`config.mk`:
```
export PLATFORM = sky130hd
export DESIGN_NAME = ptw_mem_arbiter
export DESIGN_NICKNAME = d
export VERILOG_FILES = /design/src/rtl/mmu_pkg.sv /design/src/rtl/ptw_mem_arbiter_rr_arb2.sv /design/src/rtl/ptw_mem_arbiter.sv
export SDC_FILE = /design/constraint.sdc
export NUM_CORES = 1
export LEC_CHECK = 0
export CORE_AREA = 2 2 159 161
export CTS_CLUSTER_SIZE = 20
export DETAILED_ROUTE_END_ITERATION = 8
export DIE_AREA = 0 0 161 163
export PLACE_DENSITY = 0.81
export SETUP_SLACK_MARGIN = 0.5
export SYNTH_ARGS = -nofsm -noshare
export SYNTH_HDL_FRONTEND = slang
export SYNTH_SLANG_ARGS = --single-unit
```
`constraint.sdc`:
```
create_clock -name clk -period 1.9 [get_ports clk]
set_input_delay 0.38 -clock clk [delete_from_list [all_inputs] [get_ports clk]]
set_output_delay 0.38 -clock clk [all_outputs]
set_load 0.02 [all_outputs]
```
`src/rtl/mmu_pkg.sv`:
```
// mmu_pkg: shared MMU types and constants for the page-table-walk memory path.
package mmu_pkg;
    typedef enum logic [2:0] {IDLE, ADDR, DATA, RESP, DRAIN} arb_state_e;
    localparam logic [1:0] RESP_OKAY   = 2'b00;
    localparam logic [1:0] RESP_SLVERR = 2'b10;
    localparam int PTE_W = 64;
endpackage

```
`src/rtl/ptw_mem_arbiter_rr_arb2.sv`:
```
// rr_arb2: two-way round-robin grant; on a tie the port not granted last time wins.
module rr_arb2 (
    input  logic [1:0] req,
    input  logic       last_grant,
    output logic       gnt_valid,
    output logic       gnt_id
);
    assign gnt_valid = |req;
    assign gnt_id    = &req ? ~last_grant : req[1];
endmodule

```
`src/rtl/ptw_mem_arbiter.sv`:
```
// ptw_mem_arbiter: shares one AXI-Lite read channel between the I-side and D-side
// page-table walkers, one transaction in flight, with a data-phase watchdog.
module ptw_mem_arbiter
    import mmu_pkg::*;
#(
    parameter int ADDR_W  = 64,
    parameter int DATA_W  = PTE_W,
    parameter int TIMEOUT = 256,
    parameter int CNT_W   = 16
) (
    input  logic              clk,
    input  logic              rst,
    input  logic [ADDR_W-1:0] u0_araddr,
    input  logic              u0_arvalid,
    output logic              u0_arready,
    output logic [DATA_W-1:0] u0_rdata,
    output logic [1:0]        u0_rresp,
    output logic              u0_rvalid,
    input  logic              u0_rready,
    input  logic [ADDR_W-1:0] u1_araddr,
    input  logic              u1_arvalid,
    output logic              u1_arready,
    output logic [DATA_W-1:0] u1_rdata,
    output logic [1:0]        u1_rresp,
    output logic              u1_rvalid,
    input  logic              u1_rready,
    output logic [ADDR_W-1:0] m_araddr,
    output logic              m_arvalid,
    input  logic              m_arready,
    input  logic [DATA_W-1:0] m_rdata,
    input  logic [1:0]        m_rresp,
    input  logic              m_rvalid,
    output logic              m_rready,
    output logic              busy,
    output logic              grant_id,
    output logic              timeout_err
);
    arb_state_e                   state_q, state_d;
    logic [ADDR_W-1:0]            araddr_q, araddr_d;
    logic                         arvalid_q, arvalid_d;
    logic                         rready_q, rready_d;
    logic [CNT_W-1:0]             wd_q, wd_d;
    logic                         grant_q, grant_d;
    logic                         last_q, last_d;
    logic [1:0][DATA_W-1:0]       rdata_q, rdata_d;
    logic [1:0][1:0]              rresp_q, rresp_d;
    logic [1:0]                   rvalid_q, rvalid_d;
    logic                         terr_q, terr_d;
    logic                         gnt_valid, gnt_id, g_rready, idle;

    rr_arb2 u_arb (
        .req        ({u1_arvalid, u0_arvalid}),
        .last_grant (last_q),
        .gnt_valid  (gnt_valid),
        .gnt_id     (gnt_id)
    );

    assign idle        = state_q == IDLE;
    assign u0_arready  = idle & gnt_valid & ~gnt_id;
    assign u1_arready  = idle & gnt_valid & gnt_id;
    assign g_rready    = grant_q ? u1_rready : u0_rready;
    assign u0_rdata    = rdata_q[0];
    assign u1_rdata    = rdata_q[1];
    assign u0_rresp    = rresp_q[0];
    assign u1_rresp    = rresp_q[1];
    assign u0_rvalid   = rvalid_q[0];
    assign u1_rvalid   = rvalid_q[1];
    assign m_araddr    = araddr_q;
    assign m_arvalid   = arvalid_q;
    assign m_rready    = rready_q;
    assign busy        = !idle;
    assign grant_id    = grant_q;
    assign timeout_err = terr_q;

    always_comb begin
        state_d   = state_q;
        araddr_d  = araddr_q;
        arvalid_d = arvalid_q;
        rready_d  = rready_q;
        wd_d      = wd_q;
        grant_d   = grant_q;
        last_d    = last_q;
        rdata_d   = rdata_q;
        rresp_d   = rresp_q;
        rvalid_d  = rvalid_q;
        terr_d    = terr_q;
        case (state_q)
            IDLE: if (gnt_valid) begin
                araddr_d  = gnt_id ? u1_araddr : u0_araddr;
                arvalid_d = 1'b1;
                grant_d   = gnt_id;
                last_d    = gnt_id;
                state_d   = ADDR;
            end
            ADDR: if (m_arready) begin
                arvalid_d = 1'b0;
                rready_d  = 1'b1;
                wd_d      = '0;
                state_d   = DATA;
            end
            DATA: if (m_rvalid) begin
                rdata_d[grant_q]  = m_rdata;
                rresp_d[grant_q]  = m_rresp;
                rvalid_d[grant_q] = 1'b1;
                rready_d          = 1'b0;
                state_d           = RESP;
            end else if (TIMEOUT != 0 && wd_q == CNT_W'(TIMEOUT - 1)) begin
                rdata_d[grant_q]  = '0;
                rresp_d[grant_q]  = RESP_SLVERR;
                rvalid_d[grant_q] = 1'b1;
                terr_d            = 1'b1;
                state_d           = DRAIN;
            end else begin
                wd_d = wd_q + CNT_W'(1);
            end
            RESP: if (g_rready) begin
                rvalid_d[grant_q] = 1'b0;
                state_d           = IDLE;
            end
            DRAIN: begin
                // m_rready low marks the late beat consumed; rvalid low marks the response taken
                if (m_rvalid) rready_d = 1'b0;
                if (g_rready) rvalid_d[grant_q] = 1'b0;
                if (!rready_d && !rvalid_d[grant_q]) state_d = IDLE;
            end
            default: state_d = IDLE;
        endcase
    end

    always_ff @(posedge clk) begin
        if (!rst) begin
            state_q   <= IDLE;
            araddr_q  <= '0;
            arvalid_q <= 1'b0;
            rready_q  <= 1'b0;
            wd_q      <= '0;
            grant_q   <= 1'b0;
            last_q    <= 1'b1;
            rdata_q   <= '0;
            rresp_q   <= '0;
            rvalid_q  <= '0;
            terr_q    <= 1'b0;
        end else begin
            state_q   <= state_d;
            araddr_q  <= araddr_d;
            arvalid_q <= arvalid_d;
            rready_q  <= rready_d;
            wd_q      <= wd_d;
            grant_q   <= grant_d;
            last_q    <= last_d;
            rdata_q   <= rdata_d;
            rresp_q   <= rresp_d;
            rvalid_q  <= rvalid_d;
            terr_q    <= terr_d;
        end
    end
endmodule
```
---- After elaboration in Yosys (flattened, before gate mapping) ----
Index checks and enable logic that the tools add are counted.
cells by class
  add/sub/neg operators ................... 1
  multiply operators ...................... 0
  div/mod/pow operators ................... 0
  $lt $le $gt $ge ......................... 2
  eq/ne operators ......................... 12
  shift-type cells ........................ 0
  muxes and demuxes ....................... 40
  bitwise gates (word level) .............. 14
  reductions and logical operators ........ 21
operators by type and width
  kind                                            number
  2-to-1 mux 128 bit                              2
  AND 128 bit                                     1
  bitwise mux 128 bit                             1
  2-to-1 mux 64 bit                               2
  inverter 128 bit                                1
  demux 64 bit (select 1 bit)                     1
  2-to-1 mux 16 bit                               3
  one-hot mux 16 bit (2 select lines)             1
  2-to-1 mux 3 bit                                6
  adder 16 x 1 -> 16 bit, second input constant   1
  == test 16 x 8 -> 1 bit, second input constant  1
  one-hot mux 3 bit (5 select lines)              1
  inequality test 2 bit, second input constant    6
  2-to-1 mux 1 bit                                10
  2-to-1 mux 2 bit                                5
  AND reduction 2 bit                             5
  2-to-1 mux 4 bit                                2
  == test 3 x 2 -> 1 bit, second input constant   2
  one-hot mux 2 bit (3 select lines)              1
  AND reduction 3 bit                             2
  nonzero test 2 bit                              3
  nonzero test 3 bit                              2
  AND reduction 5 bit                             1
  AND 2 bit                                       2
  19 further kinds                                28
storage, ports and cells
  register bits ........................... 222
  latch bits .............................. 0
  RAM bits ................................ 0
  memory bits (read-only) ................. 0
  input bits .............................. 202
  output and inout port bits .............. 205
  word-level logic and storage cells ...... 103
  memories ................................ 0

---- Depth between registers and ports, before layout ----
  word-level depth ........................ 14
  gate-level depth with buffers ........... 9
  depth with buffers taken out ............ 6

---- Modules after synthesis ----
Synthesis repeated with hierarchy kept, for this count alone.
unflattened totals
  cells, all modules ...................... 985
  area total of the unflattened synthesis .. 9062.4 µm²
by module, submodules not included
  module           times used  cells each  area an instance (µm²)  seq. area each (µm²)
  ptw_mem_arbiter  1           983         9048.7                  4444.3
  rr_arb2          1           2           13.8                    0.0

---- Worst setup path before layout ----
OpenSTA, ideal clock, no wires.
  kind .................................... flip-flop to flip-flop
  from .................................... register wd_q[0]
  to ...................................... register rdata_q (netlist bit u0_rdata[52])
  setup time .............................. 0.130 ns
  arrival ................................. 1.721 ns
  required time ........................... 1.770 ns
  slack ................................... 0.049 ns
  stages on the path, launching flop included .. 10
  path buffers ............................ 3
  period minus slack after synthesis ...... 1.851 ns
  cells stage by stage .................... dfxtp_1 ha_1 clkbuf_1 and3_1 and4_1 o21ai_1 nor2_1 buf_2 buf_4 o22ai_1
on the way
  cells in the longest elaborated chain, start to end .. 3
RTL lines
  what                           RTL line                RTL
  start, declared                ptw_mem_arbiter.sv:42   logic [CNT_W-1:0] wd_q, wd_d;
  start signal, assigned         ptw_mem_arbiter.sv:148  wd_q <= wd_d;
  == test 16 x 8 -> 1 bit        ptw_mem_arbiter.sv:107  end else if (TIMEOUT != 0 && wd_q == CNT_W'(TIMEOUT - 1)) begin
  nonzero test 2 bit (no line)   --
  AND reduction 2 bit (no line)  --
  end signal, assigned           ptw_mem_arbiter.sv:151  rdata_q <= rdata_d;
  end, declared                  ptw_mem_arbiter.sv:45   logic [1:0][DATA_W-1:0] rdata_q, rdata_d;
Every way passes these cells.
A chain may end at the register's enable or synchronous reset.

---- Worst setup path in the final report ----
  from .................................... register state_q[0]
  to ...................................... output port u1_arready
on the way
  cells in the longest elaborated chain, start to end .. 3
RTL lines
  what                     RTL line                RTL
  start, declared          ptw_mem_arbiter.sv:38   arb_state_e state_q, state_d;
  start signal, assigned   ptw_mem_arbiter.sv:144  state_q <= state_d;
  logical NOT 3 bit        ptw_mem_arbiter.sv:58   assign idle = state_q == IDLE;
  AND 1 bit (2 in series)  ptw_mem_arbiter.sv:60   assign u1_arready = idle & gnt_valid & gnt_id;
  end, declared            ptw_mem_arbiter.sv:22   output logic u1_arready,
Every way passes these cells.

==> flow_summary.yaml <==
clock_tree:
  cts_sinks: 222
  cts_max_level: 1
  ctsLongestPathBuffers: 3
  clock-root-buffer: "clkbuf_16"
  cts_tree: "yes"
  clk_latency_ns: 0.52
  cts_hold_buffers: 0
  numCtsBuffers: 25
  cts.clk_slew.worst_paths_ns: 0.06
placed_design:
  dpl_cell_area_um2: 13200
  dp_slack_ns: -0.3068
  hpwl_mm: 21.65
  gp_congestion: 0.8602
  port_buffers: 406
  dpl.cell_count: 1613
layout:
  filler_cell_count: 1708
  area_growth_pct: 94.66
  design_area_um2: 16330
  drive_above_1_share_pct: 46.67
  multi_input_area_um2: 4796
  layout_commonest_cell: "clkdlybuf4s50_1"
  stdcell_count: 1730
  final_cell_mix: "199 x clkdlybuf4s50_1, 175 x nand2_1, 174 x buf_4"
  final_nets: 1580
  regArea_um2: 4583
logic_synthesis:
  ys_types: 51
  synth-edff-count: 0
  syn_inst: 906
  yosys-top-cells-area: "dfxtp_1 53%, o22ai_1 9.7%, nand2_1 9.3%"
  synth_top_area_cell: "dfxtp_1"
  synth_nets: 1109
  ys_seq_area_share_pct: 52.98
  postSynthAreaPerCell_um2: 9.258
  synth-main-ff-cell: "dfxtp_1"
  synthArstFlopShare_pct: 0
  synthesis.area_um2: 8388
  synth_top_area_share_pct: 52.98
  synth_seq_cells: 222
  yosys_warnings: 0
flow_run:
  max_cap_viol_count: 0
worst_setup_path:
  crit_arrival_ns: 1.64
  crit_fanout: 2
  r2r-start: "state_q[0]"
  critical_path_class: "flop to primary output"
  path_buf_inv: 3
  crit_start: "state_q[0]"
  cp_top_family: "flip-flops"
  critPathRequiredTime_ns: 1.52
  critPathCaptureType: "primary output"
  start_kind: "flop"
  critPathSlowestCell: "dfxtp_2"
  crit_top_cell: "buf_12"
  slowest_delay_ns: 0.33
  cp_cell_sequence: "nor3_4, inv_4, a211oi_4, buf_12, buf_12"
grt:
  grtUsageTotal_pct: 24.57
  grt_pass1_vias: 9185
  grt_pass1_wl_mm: 51.50
  antenna_found_initial: 6
  grt_overflow: 0
  grt_max_degree: 80
sta:
  setup_viol: 8
  finalHoldViolCount: 0
  fin_crit_ns: 2.017
  fin_setup_tns_ns: -0.3912
  period_share_pct: 106.2
  worstMarginPinSlew_ns: 0.6115
  slew_headroom_pct: 59.23
  max_freq_mhz: 495.8
  slew_violations: 0
  whs_ns: 0.2523
  layout_setup_ws_ns: -0.1169
  skew_ns: 0.01062
  rsz0062_at_grt: "true"
worst_hold_path:
  hold_path_class: "input pin to flop"
  worstHoldStart: "rst"
floorplanning:
  coreArea_um2: 24670
  fp-row-count: 58
  ioPinCount: 407
  start_util_pct: 34.00
  chipHeight_um: 163
  die_area_um2: 26240
  die_w_um: 161
detailed_routing:
  wl_per_cell_um: 22.66
  first_pass_iters: 9
  vias: 9595
  wl_mm: 39.20
  vias_per_cell: 5.546
  drt_iter0_drc: 1066
  drc_errors: 9
  ant_nets: 0
pwr:
  leakage_nw: 6.266
  vdd_drop_max_v: 0.0008217
  power.density_nw_per_um2: 962.9
outcome:
  status: "complete, but fails checks"
  violations: "DRC, setup timing"
==> layout make-up <==
| type | instances | area share, % |
|---|---|---|
| well taps | 330 | 2.529 |
| clock buffers | 37 | 4.720 |
| multi-input cells | 590 | 29.37 |
| inverters | 6 | 0.1533 |
| flip-flops and latches | 222 | 28.07 |
| diodes | 5 | 0.07663 |
| repair buffers | 532 | 34.64 |
| clock inverters | 8 | 0.4368 |
==> metrics by stage <==
stage                     power (mW)  utilization, %
after floorplan                7.787               -
after global placement         9.695           53.48
after detailed placement       9.786           53.48
after CTS                      15.12           60.41
after global routing           16.26           66.18
final                          15.72           66.18
==> metal layers <==
metal	share of wire, %	GRT usage, %
met1	36	28.11
met3	8.9	7.181
met2	50	43.09
met5	0	0
met4	4.5	9.943
==> where the power goes <==
group,total (mW),switching [mW],leakage [nW],internal (mW)
registers,5.49,0.333,1.85,5.15
clock network,4.92,1.99,0.421,2.93
logic,5.32,2.69,4.00,2.62
==> registers in the layout, summed over array words and instances (netlist names) <==
name / cells
u1_rresp: 2
m_rready: 1
wd_q: 16
rvalid_q: 2
last_q: 1
m_araddr: 64
timeout_err: 1
grant_id: 1
state_q: 3
u0_rdata: 64
u0_rresp: 2
m_arvalid: 1
u1_rdata: 64
==> logic make-up (layout without fill, tap and decap cells) <==
family	count (synthesis)	count (layout)	share of synthesized area, %
and+or+nand+nor	343	343	19.70
AOI/OAI and AO/OA	234	234	20.69
DFF	222	222	52.98
buffers and inverters	94	583	5.221
xor gates and xnor gates	12	12	1.253
adders and majority gates	1	1	0.1491
other	0	5	0
==> final timing paths <==
path,end,slack (ns),depth (start not counted)
min,last_q,0.25,2
max,u1_arready,-0.12,5
max reg2reg,wd_q[12],-0.08,8
min reg2reg,u0_rdata[8],0.47,2
==> Yosys cell counts, drive strengths merged, types with 2 or more instances <==
library cell	count
o31ai	2
a211oi	2
xnor2	6
o21ai	8
o211ai	2
nand2b	4
nor4	6
o2111ai	3
nand2	208
clkbuf	53
inv	6
or3	2
o21a	7
a21boi	5
or3b	3
nor2	21
and3	3
nand3b	3
nor3	9
a222oi	64
dfxtp	222
and2	2
a21oi	6
xor2	6
nor2b	67
nand4	5
buf	35
nand3	4
and4	2
o22ai	130
==> what timing repair did <==
item | in CTS | in global routing
setup endpoints to repair | 425 | 385
gates resized for setup | 1021 | 391
pin swaps | 57 | 76
buffers inserted | 26 | 19
endpoints found under the hold margin | 0 | 0
gates cloned | 10 | 12
No activity file was read; power rests on OpenSTA's default activity.
